$ cat config.mk
export PLATFORM = sky130hd
export DESIGN_NAME = exu_dispatch
export DESIGN_NICKNAME = d
export VERILOG_FILES = /design/src/rtl/exu_pkg.sv /design/src/rtl/exu_disp_tmo.sv /design/src/rtl/exu_dispatch.sv
export SDC_FILE = /design/constraint.sdc
export NUM_CORES = 1
export LEC_CHECK = 0
export CORE_MARGIN = 8
export CORE_UTILIZATION = 46
export DETAILED_ROUTE_END_ITERATION = 7
export PLACE_DENSITY = 0.77
export SETUP_SLACK_MARGIN = 0.3
export SYNTH_ARGS = -nofsm -noshare
export SYNTH_HDL_FRONTEND = slang
export SYNTH_SLANG_ARGS = --single-unit
$ cat constraint.sdc
create_clock -name clk -period 2.5 [get_ports clk]
set_clock_uncertainty 0.2 [all_clocks]
set_input_delay 0.5 -clock clk [delete_from_list [all_inputs] [get_ports clk]]
set_output_delay 0.5 -clock clk [all_outputs]
set_load 0.01 [all_outputs]
$ cat src/rtl/exu_pkg.sv
// Shared types and default parameters for the execution-unit dispatcher.
package exu_pkg;

   localparam int         CHN_NUM_DEF = 5;
   localparam logic [4:0] MC_MASK_DEF = 5'b00110;
   localparam int         TMO_CYC_DEF = 255;

   typedef enum logic [1:0] {
      ST_IDLE,
      ST_WAIT,
      ST_DRAIN
   } exu_disp_st_e;

   // Counter width able to hold max_val; never narrower than one bit.
   function automatic int cnt_width(input int max_val);
      return (max_val < 1) ? 1 : $clog2(max_val + 1);
   endfunction

endpackage

$ cat src/rtl/exu_disp_tmo.sv
// Saturating cycle counter for WAIT/DRAIN; flags the cycle on which the limit is reached.
module exu_disp_tmo #(
   parameter int W = 8
) (
   input  logic         clk,
   input  logic         rst,
   input  logic         clear,
   input  logic         enable,
   input  logic [W-1:0] limit,
   output logic         expired
);

   logic [W-1:0] cnt_q, cnt_d;

   // NOTE: next-state gets its default first so no path leaves it unassigned (no latch).
   always_comb begin
      cnt_d = cnt_q;
      if (clear)
         cnt_d = '0;
      else if (enable && (cnt_q != '1))
         cnt_d = cnt_q + W'(1);
   end

   // NOTE: sequential state is written with non-blocking assignments only.
   always_ff @(posedge clk or posedge rst) begin
      if (rst) cnt_q <= '0;
      else     cnt_q <= cnt_d;
   end

   // The current cycle counts toward the limit, so expiry lands on the limit-th cycle.
   assign expired = enable && (limit != '0) &&
                    (({1'b0, cnt_q} + (W+1)'(1)) >= {1'b0, limit});

endmodule

$ cat src/rtl/exu_dispatch.sv
// Dispatches one instruction at a time to a one-hot selected execution channel,
// tracking multi-cycle completion, flush drain and timeout.
module exu_dispatch import exu_pkg::*; #(
   parameter int                 CHN_NUM = CHN_NUM_DEF,
   parameter logic [CHN_NUM-1:0] MC_MASK = CHN_NUM'(MC_MASK_DEF),
   parameter int                 TMO_CYC = TMO_CYC_DEF
) (
   input  logic               clk,
   input  logic               rst,
   input  logic               req_vld,
   input  logic [CHN_NUM-1:0] req_cls,
   output logic               req_rdy,
   input  logic               fl_vld,
   output logic [CHN_NUM-1:0] chn_sel,
   input  logic [CHN_NUM-1:0] chn_rdy,
   input  logic [CHN_NUM-1:0] chn_done,
   output logic [CHN_NUM-1:0] chn_kill,
   output logic               busy,
   output logic [31:0]        retire_cnt,
   output logic               err_ill,
   output logic               err_tmo
);

   localparam int IDX_W = (CHN_NUM > 1) ? $clog2(CHN_NUM) : 1;
   localparam int TMR_W = cnt_width(TMO_CYC);

   exu_disp_st_e       state_q, state_d;
   logic [IDX_W-1:0]   cur_q, cur_d, req_idx;
   logic [31:0]        retire_q, retire_d;
   logic [CHN_NUM-1:0] cur_oh, sel_c, kill_c;
   logic               req_onehot, cur_done, tmo_expired;
   logic               rdy_c, ill_c, tmo_c;

   assign req_onehot = (req_cls != '0) && ((req_cls & (req_cls - CHN_NUM'(1))) == '0);
   assign cur_oh     = CHN_NUM'(1) << cur_q;
   assign cur_done   = |(chn_done & cur_oh);

   always_comb begin
      req_idx = '0;
      for (int c = 0; c < CHN_NUM; c++)
         if (req_cls[c]) req_idx = IDX_W'(c);
   end

   exu_disp_tmo #(.W(TMR_W)) u_tmo (
      .clk     (clk),
      .rst     (rst),
      .clear   (state_q == ST_IDLE),
      .enable  (state_q != ST_IDLE),
      .limit   (TMR_W'(TMO_CYC)),
      .expired (tmo_expired)
   );

   always_comb begin
      state_d  = state_q;
      cur_d    = cur_q;
      retire_d = retire_q;
      sel_c    = '0;
      kill_c   = '0;
      rdy_c    = 1'b0;
      ill_c    = 1'b0;
      tmo_c    = 1'b0;
      unique case (state_q)
         ST_IDLE: begin
            if (fl_vld) begin
               rdy_c = 1'b1;
            end else if (req_vld) begin
               if (!req_onehot) begin
                  rdy_c = 1'b1;
                  ill_c = 1'b1;
               end else begin
                  sel_c = req_cls;
                  if (|(req_cls & chn_rdy)) begin
                     if (|(req_cls & MC_MASK)) begin
                        cur_d   = req_idx;
                        state_d = ST_WAIT;
                     end else begin
                        rdy_c    = 1'b1;
                        retire_d = retire_q + 32'd1;
                     end
                  end
               end
            end
         end
         ST_WAIT: begin
            // Flush beats completion; completion beats a same-cycle timeout.
            sel_c = cur_oh;
            if (fl_vld) begin
               sel_c   = '0;
               rdy_c   = 1'b1;
               kill_c  = cur_oh;
               state_d = ST_DRAIN;
            end else if (cur_done) begin
               rdy_c    = 1'b1;
               retire_d = retire_q + 32'd1;
               state_d  = ST_IDLE;
            end else if (tmo_expired) begin
               sel_c   = '0;
               rdy_c   = 1'b1;
               tmo_c   = 1'b1;
               kill_c  = cur_oh;
               state_d = ST_IDLE;
            end
         end
         ST_DRAIN: begin
            if (cur_done) begin
               state_d = ST_IDLE;
            end else if (tmo_expired) begin
               tmo_c   = 1'b1;
               kill_c  = cur_oh;
               state_d = ST_IDLE;
            end
         end
         default: state_d = ST_IDLE;
      endcase
   end

   always_ff @(posedge clk or posedge rst) begin
      if (rst) begin
         state_q  <= ST_IDLE;
         cur_q    <= '0;
         retire_q <= '0;
      end else begin
         state_q  <= state_d;
         cur_q    <= cur_d;
         retire_q <= retire_d;
      end
   end

   // Combinational outputs are masked so that everything reads 0 while reset is held.
   assign chn_sel    = rst ? '0 : sel_c;
   assign chn_kill   = rst ? '0 : kill_c;
   assign req_rdy    = !rst && rdy_c;
   assign err_ill    = !rst && ill_c;
   assign err_tmo    = !rst && tmo_c;
   assign busy       = !rst && (state_q != ST_IDLE);
   assign retire_cnt = retire_q;

endmodule

Yosys cells after proc, flatten, opt, wreduce, memory -nomap -nowiden
Cells that the tools add are included.
- register bits after elaboration: 45
- bits of input ports: 19
- output and inout port bits: 46
- word-level logic and storage cells: 97
- add/subtract/negate cells: 4
- magnitude comparators: 1
- equal/unequal tests: 11
- shift operators: 1
- multiplexer cells: 52
- bitwise logic cells: 4
- reduce and logical (&&, ||, !) cells: 20
- operators by type and width (operator ; number):
    2-to-1 mux 32 bit ; 7
    case mux 32 bit (2 select lines) ; 1
    2-to-1 mux 5 bit ; 11
    adder 32 x 1 -> 32 bit (second input constant) ; 1
    case mux 5 bit (2 select lines) ; 2
    2-to-1 mux 2 bit ; 9
    2-to-1 mux 8 bit ; 2
    inequality test 2 bit (second input constant) ; 8
    AND 5 bit ; 3
    2-to-1 mux 1 bit ; 15
    OR reduction 5 bit ; 2
    adder 8 x 1 -> 9 bit (second input constant) ; 1
    greater-or-equal comparator 9 x 8 -> 1 bit (second input constant) ; 1
    adder 8 x 1 -> 8 bit (second input constant) ; 1
    inequality test 8 bit (second input constant) ; 1
    AND reduction 8 bit ; 1
    logical AND 1 bit ; 7
    2-to-1 mux 3 bit ; 2
    case mux 2 bit (3 select lines) ; 1
    AND reduction 6 bit ; 1
    nonzero test 2 bit ; 3
    logical NOT 5 bit ; 1
    AND reduction 5 bit ; 1
    nonzero test 5 bit ; 1
    other kinds (9) ; 10

Depth between registers and ports, before layout
Gate-level depths: netlist of run 1.
- depth after elaboration: 9
- depth in mapped cells: 10
- gate-level depth less buffers: 8

Cells and area by module
A second synthesis of run 1 with hierarchy kept.
- cells, all modules: 318
- area, all modules: 3031.7 µm²
- modules (own cells, without submodules) (module ; instances ; cells an instance ; area an instance (µm²) ; sequential area each (µm²)):
    exu_dispatch ; 1 ; 241 ; 2318.5 ; 925.9
    exu_disp_tmo ; 1 ; 77 ; 713.2 ; 200.2

Worst setup path before layout of run 1
OpenSTA, ideal clock, no wires.
- path kind: flip-flop to output port
- from: reg u_tmo.cnt_q[1]
- to: out req_rdy
- arrival time: 2.149 ns
- required time: 1.800 ns
- slack: -0.349 ns
- stages on the path, launching flop included: 8
- path buffers: 0
- cells stage by stage: dfrtp_1 -> ha_1 -> nand3_2 -> or3_1 -> a221oi_2 -> a32oi_2 -> and2b_4 -> a211oi_1
- longest elaborated chain between the ends: 8
- ends and longest elaborated chain (element ; line ; RTL):
    start, declared ; exu_disp_tmo.sv:13 ; logic [W-1:0] cnt_q, cnt_d;
    start signal, assigned ; exu_disp_tmo.sv:27 ; else cnt_q <= cnt_d;
    adder 8 x 1 -> 9 bit ; exu_disp_tmo.sv:32 ; (({1'b0, cnt_q} + (W+1)'(1)) >= {1'b0, limit});
    greater-or-equal comparator 9 x 8 -> 1 bit ; exu_disp_tmo.sv:32 ;
    logical AND 1 bit ; exu_disp_tmo.sv:31 ; assign expired = enable && (limit != '0) &&
    2-to-1 mux 1 bit ; exu_dispatch.sv:96 ; end else if (tmo_expired) begin
    2-to-1 mux 1 bit ; exu_dispatch.sv:92 ; end else if (cur_done) begin
    2-to-1 mux 1 bit ; exu_dispatch.sv:87 ; if (fl_vld) begin
    case mux 1 bit (2 select lines) ; exu_dispatch.sv:62 ; unique case (state_q)
    logical AND 1 bit ; exu_dispatch.sv:132 ; assign req_rdy = !rst && rdy_c;
    end, declared ; exu_dispatch.sv:12 ; output logic req_rdy,
Every way passes these cells.

Final worst setup path of run 1
- from: reg u_tmo.cnt_q[1]
- to: out chn_sel[4]
- longest elaborated chain between the ends: 8
- ends and longest elaborated chain (element ; line ; RTL):
    adder 8 x 1 -> 9 bit ; exu_disp_tmo.sv:32 ;
    greater-or-equal comparator 9 x 8 -> 1 bit ; exu_disp_tmo.sv:32 ;
    logical AND 1 bit ; exu_disp_tmo.sv:31 ;
    2-to-1 mux 5 bit ; exu_dispatch.sv:96 ;
    2-to-1 mux 5 bit ; exu_dispatch.sv:92 ;
    2-to-1 mux 5 bit ; exu_dispatch.sv:87 ;
    case mux 5 bit (2 select lines) ; exu_dispatch.sv:62 ;
    2-to-1 mux 5 bit ; exu_dispatch.sv:130 ; assign chn_sel = rst ? '0 : sel_c;
    end, declared ; exu_dispatch.sv:14 ; output logic [CHN_NUM-1:0] chn_sel,
Every way passes these cells.

==> out/metrics.cfg, run 1 <==
[run_status]
outcome=complete, but fails checks
violations=negative setup slack

[worst_setup_path]
arrival_worst_endpoint_ns=2.52
worst_ep_required_time_ns=1.80
cp_startpoint_kind=register
path_class=reg2out
worst-r2r-setup-slack_ns=-0.15
setup.worst_path.end_class=output port
r2r-start=state_q[1]
regToRegEndpoint=retire_cnt[16]
cp_max_fo=5
worst_reg_to_reg_path_cell_count=13

[logic_synthesis]
netlist_area_mm2=0.00283
synthArstFlopShare_pct=100
post_synth_most_frequent_cells=45 x sky130_fd_sc_hd__dfrtp_1, 31 x sky130_fd_sc_hd__xnor2_1, 24 x sky130_fd_sc_hd__nand2_1, 21 x sky130_fd_sc_hd__nand4_1, 21 x sky130_fd_sc_hd__nor2_1
ys_warn_count=0
synth.yosys.seq_area_share_pct=39.8
netlist.top_cell.by_area=sky130_fd_sc_hd__dfrtp_1
synth-main-ff-cell=sky130_fd_sc_hd__dfrtp_1
synth.most_common_cell=sky130_fd_sc_hd__dfrtp_1
syn-num-nets=336
synth_area_leaders=sky130_fd_sc_hd__dfrtp_1 40%, sky130_fd_sc_hd__xnor2_1 9.6%, sky130_fd_sc_hd__nand4_1 4.6%
yosysUniqueCellTypes=51
synth_area_per_cell_um2=9.13
synth_edf_count=0
ys_seq_elements=45
postSynthCellCount=310
synth.top_cell.area_share_pct=39.8

[sta]
setup_ws_ns=-0.717
timing_max_transition_violations_final=0
fin_crit_ns=3.22
max-slew-margin-rel_pct=51.7
final-hold-violation-count=0
maxClockFrequency_mhz=311
rsz0062_at_grt=true
setup_violations=39
period_share_pct=129
hold-worst-slack_ns=0.273
worst_pin_slew_ns=0.722

[route]
drt-total-wl_um=10200
dr_total_vias=3084
drt_first_pass_iters=5
drt-vias-per-instance=5.78
residual_drc=0
number_of_violations_reported_at_the_end_of_detailed_routing_iteration_0=162
wire_per_inst_um=19.1
detail-route-antenna-nets=0

[place]
globalplace.congestion=0.847
hpwlAfterDp_um=6480
numPortBuffers=64
dpl_cell_area_mm2=0.00419
numPlacedInstances=505

[cells_and_area]
syn2layout_area_growth_pct=65.4
final_design_area_no_fill_mm2=0.00468
antenna_cells=0
multi_input_area_mm2=0.00193
postLayoutCoreUtil_pct=79.1
finish.cell_count_without_fillers=534
finalNetCount=484
num-fill-cells=351
post_route_cells_drive_above_1_share_pct=37.7
final-seq-area_mm2=0.00113

[floorplanning]
placementRows=28
die_area_mm2=0.00892
initial_utilization_pct=47.8
top_level_ports=65
floorplan_core_area_mm2=0.00592
die_height_um=94.5
chipWidth_um=94.5

[flow_run]
max_cap_viol_count=0

[worst_hold_path]
whs_endpoint=retire_cnt[31]
worstHoldPathType=reg2reg
worst_min_path_start=retire_cnt[31]
worstHoldPathCells=1

[global_route]
grt.total_usage_pct=21.4
grt_pass1_wl_um=15400
first_global_vias=3265
grt-ovfl-total=0
grt_start_max_net_pins=46
antenna_violations_before_repair=0

[power_and_ir_drop]
total_leakage_power_nw=2.03
vdd_drop_max_mv=0.478
powerDensity_mw_per_mm2=796
total_power_w=0.00373

[clocking]
cts_buffers=5
worst_setup_hold_path_clk_slew_ns=0.09
ctsRootBufferMaster=sky130_fd_sc_hd__clkbuf_8
clock_latency_ns=0.31
cts.htree.levels=2
cts_num_sinks=45
cts.path.max_buffers=2
tritoncts_clock_tree=yes

[cells by family (layout without fill, tap and decap cells)]
family	Yosys count	in the layout	share of synthesized area, %
adders and majority gates	7	7	3.09
xor gates and xnor gates	35	35	10.8
muxes	4	4	1.46
DFF	45	45	39.8
and+or+nand+nor	143	143	28.7
buffers and inverters	28	177	4.11
AOI/OAI and AO/OA	48	48	12.1
[registers in the layout (all words and copies together) (netlist names)]
| register | count |
|---|---|
| cur_q | 3 |
| retire_cnt | 32 |
| state_q | 2 |
| u_tmo.cnt_q | 8 |
[worst max-delay path: stages (launching register included)]
cell and delay, ns:
sky130_fd_sc_hd__dfrtp_2 0.40, sky130_fd_sc_hd__ha_4 0.16, sky130_fd_sc_hd__nand3_4 0.08, sky130_fd_sc_hd__or3_1 0.32, sky130_fd_sc_hd__a221oi_2 0.33, sky130_fd_sc_hd__buf_4 0.18
sky130_fd_sc_hd__a32oi_4 0.12, sky130_fd_sc_hd__buf_6 0.18, sky130_fd_sc_hd__o2111ai_4 0.21, sky130_fd_sc_hd__a21oi_2 0.08, sky130_fd_sc_hd__buf_2 0.14
[layer usage]
| metal | GRT usage (%) | wire length, um | up-vias |
|---|---|---|---|
| li1 | - | - | 1417 |
| met5 | 0 | 0 | - |
| met2 | 38.8 | 5220 | 127 |
| met3 | 3.81 | 568 | 42 |
| met1 | 23.1 | 3940 | 1498 |
| met4 | 11.8 | 466 | 0 |
[cell type report]
| class | count | area share [%] |
|---|---|---|
| Timing Repair Buffer | 159 | 29.9 |
| Clock buffer | 6 | 1.55 |
| Sequential cell | 45 | 24.1 |
| Multi-Input combinational cell | 237 | 41.3 |
| Inverter | 10 | 0.802 |
| Tap cell | 75 | 2.00 |
| Clock inverter | 2 | 0.321 |
[placed cells by master, fill, tap and decap left out, types with 3 or more instances in the layout]
cell / netlist / final
sky130_fd_sc_hd__nand3_4: 0 / 4
sky130_fd_sc_hd__nand3_2: 1 / 4
sky130_fd_sc_hd__a21oi_2: 0 / 3
sky130_fd_sc_hd__nand4_1: 21 / 21
sky130_fd_sc_hd__clkbuf_8: 0 / 5
sky130_fd_sc_hd__ha_1: 7 / 5
sky130_fd_sc_hd__and4_1: 6 / 6
sky130_fd_sc_hd__nand3b_1: 3 / 3
sky130_fd_sc_hd__buf_4: 1 / 73
sky130_fd_sc_hd__nand4b_1: 5 / 5
sky130_fd_sc_hd__dlygate4sd2_1: 0 / 3
sky130_fd_sc_hd__dfrtp_1: 45 / 43
sky130_fd_sc_hd__buf_6: 0 / 17
sky130_fd_sc_hd__and3_1: 12 / 11
sky130_fd_sc_hd__nand2_1: 24 / 22
sky130_fd_sc_hd__xor2_1: 4 / 4
sky130_fd_sc_hd__buf_2: 6 / 19
sky130_fd_sc_hd__o2111ai_2: 0 / 3
sky130_fd_sc_hd__clkdlybuf4s50_1: 0 / 42
sky130_fd_sc_hd__o21ai_0: 8 / 5
sky130_fd_sc_hd__or2_2: 3 / 3
sky130_fd_sc_hd__mux2i_1: 3 / 3
sky130_fd_sc_hd__nor3_1: 11 / 6
sky130_fd_sc_hd__xnor2_2: 0 / 4
sky130_fd_sc_hd__a21oi_1: 11 / 8
sky130_fd_sc_hd__xnor2_1: 31 / 27
sky130_fd_sc_hd__nor2_1: 21 / 21
sky130_fd_sc_hd__o21ai_1: 0 / 3
sky130_fd_sc_hd__nand3_1: 11 / 4
sky130_fd_sc_hd__inv_1: 10 / 7
sky130_fd_sc_hd__nor2b_1: 6 / 5
sky130_fd_sc_hd__nor3_4: 0 / 3
[worst max-delay path by stage]
stage	from	end	slack, ns	depth (start not counted)
floorplan	u_tmo.cnt_q[1]	req_rdy	-0.14	7
global placement	req_cls[1]	req_rdy	-0.79	8
detailed placement	req_cls[4]	req_rdy	-0.84	8
CTS	u_tmo.cnt_q[0]	chn_sel[4]	-0.67	10
global route	u_tmo.cnt_q[1]	chn_sel[4]	-0.81	10
finish	u_tmo.cnt_q[1]	chn_sel[4]	-0.72	10
[stage by stage]
| stage | worst slack [ns] | TNS, ns |
|---|---|---|
| detailed placement | -0.838 | -24.02 |
| CTS | -0.673 | -7.46 |
| global placement | -0.788 | -22.75 |
| global route | -0.808 | -13.91 |
| floorplan | -0.136 | -0.901 |
| finish | -0.717 | -9.04 |
[power breakdown]
| group | switching, W | leakage [nW] | internal [W] | total (W) |
|---|---|---|---|---|
| Combinational | 0.00110 | 1.38 | 0.00123 | 0.00233 |
| Clock | 0.000273 | 0.0374 | 0.000197 | 0.000470 |
| Sequential | 0.000114 | 0.609 | 0.000818 | 0.000932 |
| Total | 0.00148 | 2.03 | 0.00224 | 0.00373 |
[repair_timing]
item                                    CTS  global route
endpoints found under the setup margin   48            48
cloned                                    2             1
pin swaps                                28            28
hold endpoints to repair                  0             0
gates resized for setup                 120            21
setup buffers                            12             6
hold buffers                              0             0
Power figures use the tool's default switching activity.
==> run 2: changes to the inputs <==
--- a/config.mk
+++ b/config.mk
@@ -5,6 +5,7 @@
 export SDC_FILE = /design/constraint.sdc
 export NUM_CORES = 1
 export LEC_CHECK = 0
+export CAP_MARGIN = 0
 export CORE_MARGIN = 8
 export CORE_UTILIZATION = 46
 export DETAILED_ROUTE_END_ITERATION = 7
==> results of run 2 <==
Same layout as run 1: the final DEF is identical, and so are final timing and power.
==> run 3: changes to the inputs <==
--- a/config.mk
+++ b/config.mk
@@ -7,9 +7,10 @@
 export LEC_CHECK = 0
 export CAP_MARGIN = 0
 export CORE_MARGIN = 8
-export CORE_UTILIZATION = 46
+export CORE_UTILIZATION = 51
 export DETAILED_ROUTE_END_ITERATION = 7
-export PLACE_DENSITY = 0.77
+export GPL_TIMING_DRIVEN = 0
+export PLACE_DENSITY = 0.81
 export SETUP_SLACK_MARGIN = 0.3
 export SYNTH_ARGS = -nofsm -noshare
 export SYNTH_HDL_FRONTEND = slang
==> constraint.sdc (replaced) <==
create_clock -name clk -period 3.35 [get_ports clk]
set_clock_uncertainty 0.2 [all_clocks]
set_input_delay 0.67 -clock clk [delete_from_list [all_inputs] [get_ports clk]]
set_output_delay 0.67 -clock clk [all_outputs]
set_load 0.01 [all_outputs]
==> out/metrics.cfg, run 3 (same netlist as run 1, synthesis figures left out) <==
[run_status]
outcome=complete, but fails checks
violations=negative setup slack

[cells_and_area]
syn2layout_area_growth_pct=38.0
mostFrequentLayoutCell=sky130_fd_sc_hd__clkdlybuf4s50_1
layout.cells.most_common_list=44 x sky130_fd_sc_hd__clkdlybuf4s50_1, 43 x sky130_fd_sc_hd__dfrtp_1, 30 x sky130_fd_sc_hd__xnor2_1
antenna_cells=0  ; unchanged
num-fill-cells=420  ; +20%
final_design_area_no_fill_mm2=0.00391  ; -17%
post_route_cells_drive_above_1_share_pct=20.6  ; -17 points
finish.cell_count_without_fillers=471  ; -12%
finalNetCount=424  ; -12%
final-seq-area_mm2=0.00113  ; unchanged
multi_input_area_mm2=0.00174  ; -10%
largest_register_ff_count=32  ; unchanged

[global_route]
antenna_violations_before_repair=0  ; unchanged
grt_start_max_net_pins=43  ; -6.5%
grt.busiest_layer=met2
grt.met1_usage_pct=21.8  ; -1.2 points
grt-ovfl-total=0  ; unchanged
groute.layer.met2.usage_pct=31.4  ; -7.3 points
grt_pass1_wl_um=12900  ; -17%
global_route.usage.met3_pct=5.15  ; +1.3 points
grt.total_usage_pct=18.8  ; -2.6 points
first_global_vias=2693  ; -18%

[worst_setup_path]
arrival_worst_endpoint_ns=2.53  ; about the same
setup.worst_path.end_class=output port
cp_max_fo=5  ; unchanged
worst_ep_required_time_ns=2.48  ; +0.68 ns
path_class=reg2out
cp_startpoint_kind=register

[power_and_ir_drop]
total_leakage_power_nw=1.67  ; -18%
vdd_drop_max_mv=0.252  ; -47%
total_power_w=0.00200  ; -46%
powerDensity_mw_per_mm2=513  ; -36%

[clocking]
ctsRootBufferMaster=sky130_fd_sc_hd__clkbuf_8
worst_setup_hold_path_clk_slew_ns=0.08  ; about the same
cts_buffers=5  ; unchanged
cts_num_sinks=45  ; unchanged
cts.path.max_buffers=2  ; unchanged
clock_latency_ns=0.31  ; about the same
cts.htree.levels=2  ; unchanged
tritoncts_clock_tree=yes

[sta]
setup_ws_ns=-0.0541  ; +0.663 ns
period_share_pct=102
final-hold-violation-count=0  ; unchanged
fin_crit_ns=3.40
worst_pin_slew_ns=0.610  ; -0.113 ns
max-slew-margin-rel_pct=59.0  ; +7.3 points
timing_max_transition_violations_final=0  ; unchanged
setup_violations=1  ; -97%
rsz0062_at_grt=true
maxClockFrequency_mhz=294

[floorplanning]
initial_utilization_pct=52.1  ; +4.2 points
chipWidth_um=90.5  ; -4.2%
placementRows=27  ; -3.6%
floorplan_core_area_mm2=0.00544  ; -8.1%
top_level_ports=65  ; unchanged
die_area_mm2=0.00819  ; -8.2%
die_height_um=90.5  ; -4.2%

[worst_hold_path]
worstHoldPathType=in2async

[route]
dr_total_vias=2722  ; -12%
drt_first_pass_iters=4  ; -1
drt-vias-per-instance=5.78  ; about the same
residual_drc=0  ; unchanged
detail-route-antenna-nets=0  ; unchanged
number_of_violations_reported_at_the_end_of_detailed_routing_iteration_0=140  ; -14%
wire_per_inst_um=16.5  ; -13%
drt-total-wl_um=7780  ; -24%

[place]
numPlacedInstances=446  ; -12%
globalplace.congestion=0.881  ; +4.1%
numPortBuffers=63  ; -1.6%
dpl_cell_area_mm2=0.00357  ; -15%
hpwlAfterDp_um=5480  ; -15%

[flow_run]
max_cap_viol_count=0  ; unchanged

[run 3: cell type report]
| cell class | instances | share of cell area, % |
|---|---|---|
| Timing Repair Buffer | 81 | 18.5 |
| Multi-Input combinational cell | 237 | 44.5 |
| Clock inverter | 3 | 0.545 |
| Sequential cell | 45 | 28.9 |
| Clock buffer | 5 | 1.76 |
| Tap cell | 72 | 2.31 |
| Buffer | 18 | 2.47 |
| Inverter | 10 | 0.961 |
[run 3: metal layers]
| layer | wire length [um] | share of wire (%) |
|---|---|---|
| met1 | 3260 | 42 |
| met2 | 3880 | 50 |
| met3 | 489 | 6.3 |
| met4 | 155 | 2.0 |
| met5 | 0 | 0 |
[run 3: where the power goes]
group,total (W),switching [W],internal [W]
clock,0.000345,0.000197,0.000148
sequential,0.000686,0.0000763,0.000610
combinational,0.000972,0.000569,0.000403
[run 3: critical path, stage by stage, from the launching register on]
cell and delay, ns:
sky130_fd_sc_hd__dfrtp_2 0.41, sky130_fd_sc_hd__ha_4 0.16, sky130_fd_sc_hd__nand3_4 0.09, sky130_fd_sc_hd__or3_4 0.36, sky130_fd_sc_hd__a221oi_4 0.33, sky130_fd_sc_hd__a32oi_4 0.19
sky130_fd_sc_hd__buf_6 0.15, sky130_fd_sc_hd__and2b_4 0.16, sky130_fd_sc_hd__a211oi_2 0.20, sky130_fd_sc_hd__buf_2 0.17
[run 3: repair_timing]
item,CTS,global route
gates resized for setup,85,15
setup buffers,12,5
cloned,0,0
hold buffers,0,0
endpoints found under the setup margin,13,30
pin swaps,10,4
[run 3: metrics by stage]
stage / TNS (ns) / hold slack [ns] / worst slack, ns / util [%]
floorplan: 0 / 0.307 / 0.331 / -
global placement: -3.61 / 0.263 / -0.498 / 65.3
detailed placement: -3.73 / 0.273 / -0.495 / 65.7
CTS: -0.0168 / 0.213 / -0.0168 / 70.5
global route: -0.499 / 0.256 / -0.129 / 71.8
finish: -0.0541 / 0.223 / -0.0541 / 71.8
[run 3: worst paths after layout]
path,from,cells past startpoint,slack (ns),end
setup / recovery,u_tmo.cnt_q[1],9,-0.05,req_rdy
hold / removal,rst,2,0.22,u_tmo.cnt_q[3]
setup reg to reg,state_q[1],10,0.67,retire_cnt[31]
hold reg to reg,retire_cnt[31],1,0.29,retire_cnt[31]
max in group asynchronous,rst,3,2.28,u_tmo.cnt_q[0]
min in group clk,retire_cnt[31],1,0.29,retire_cnt[31]
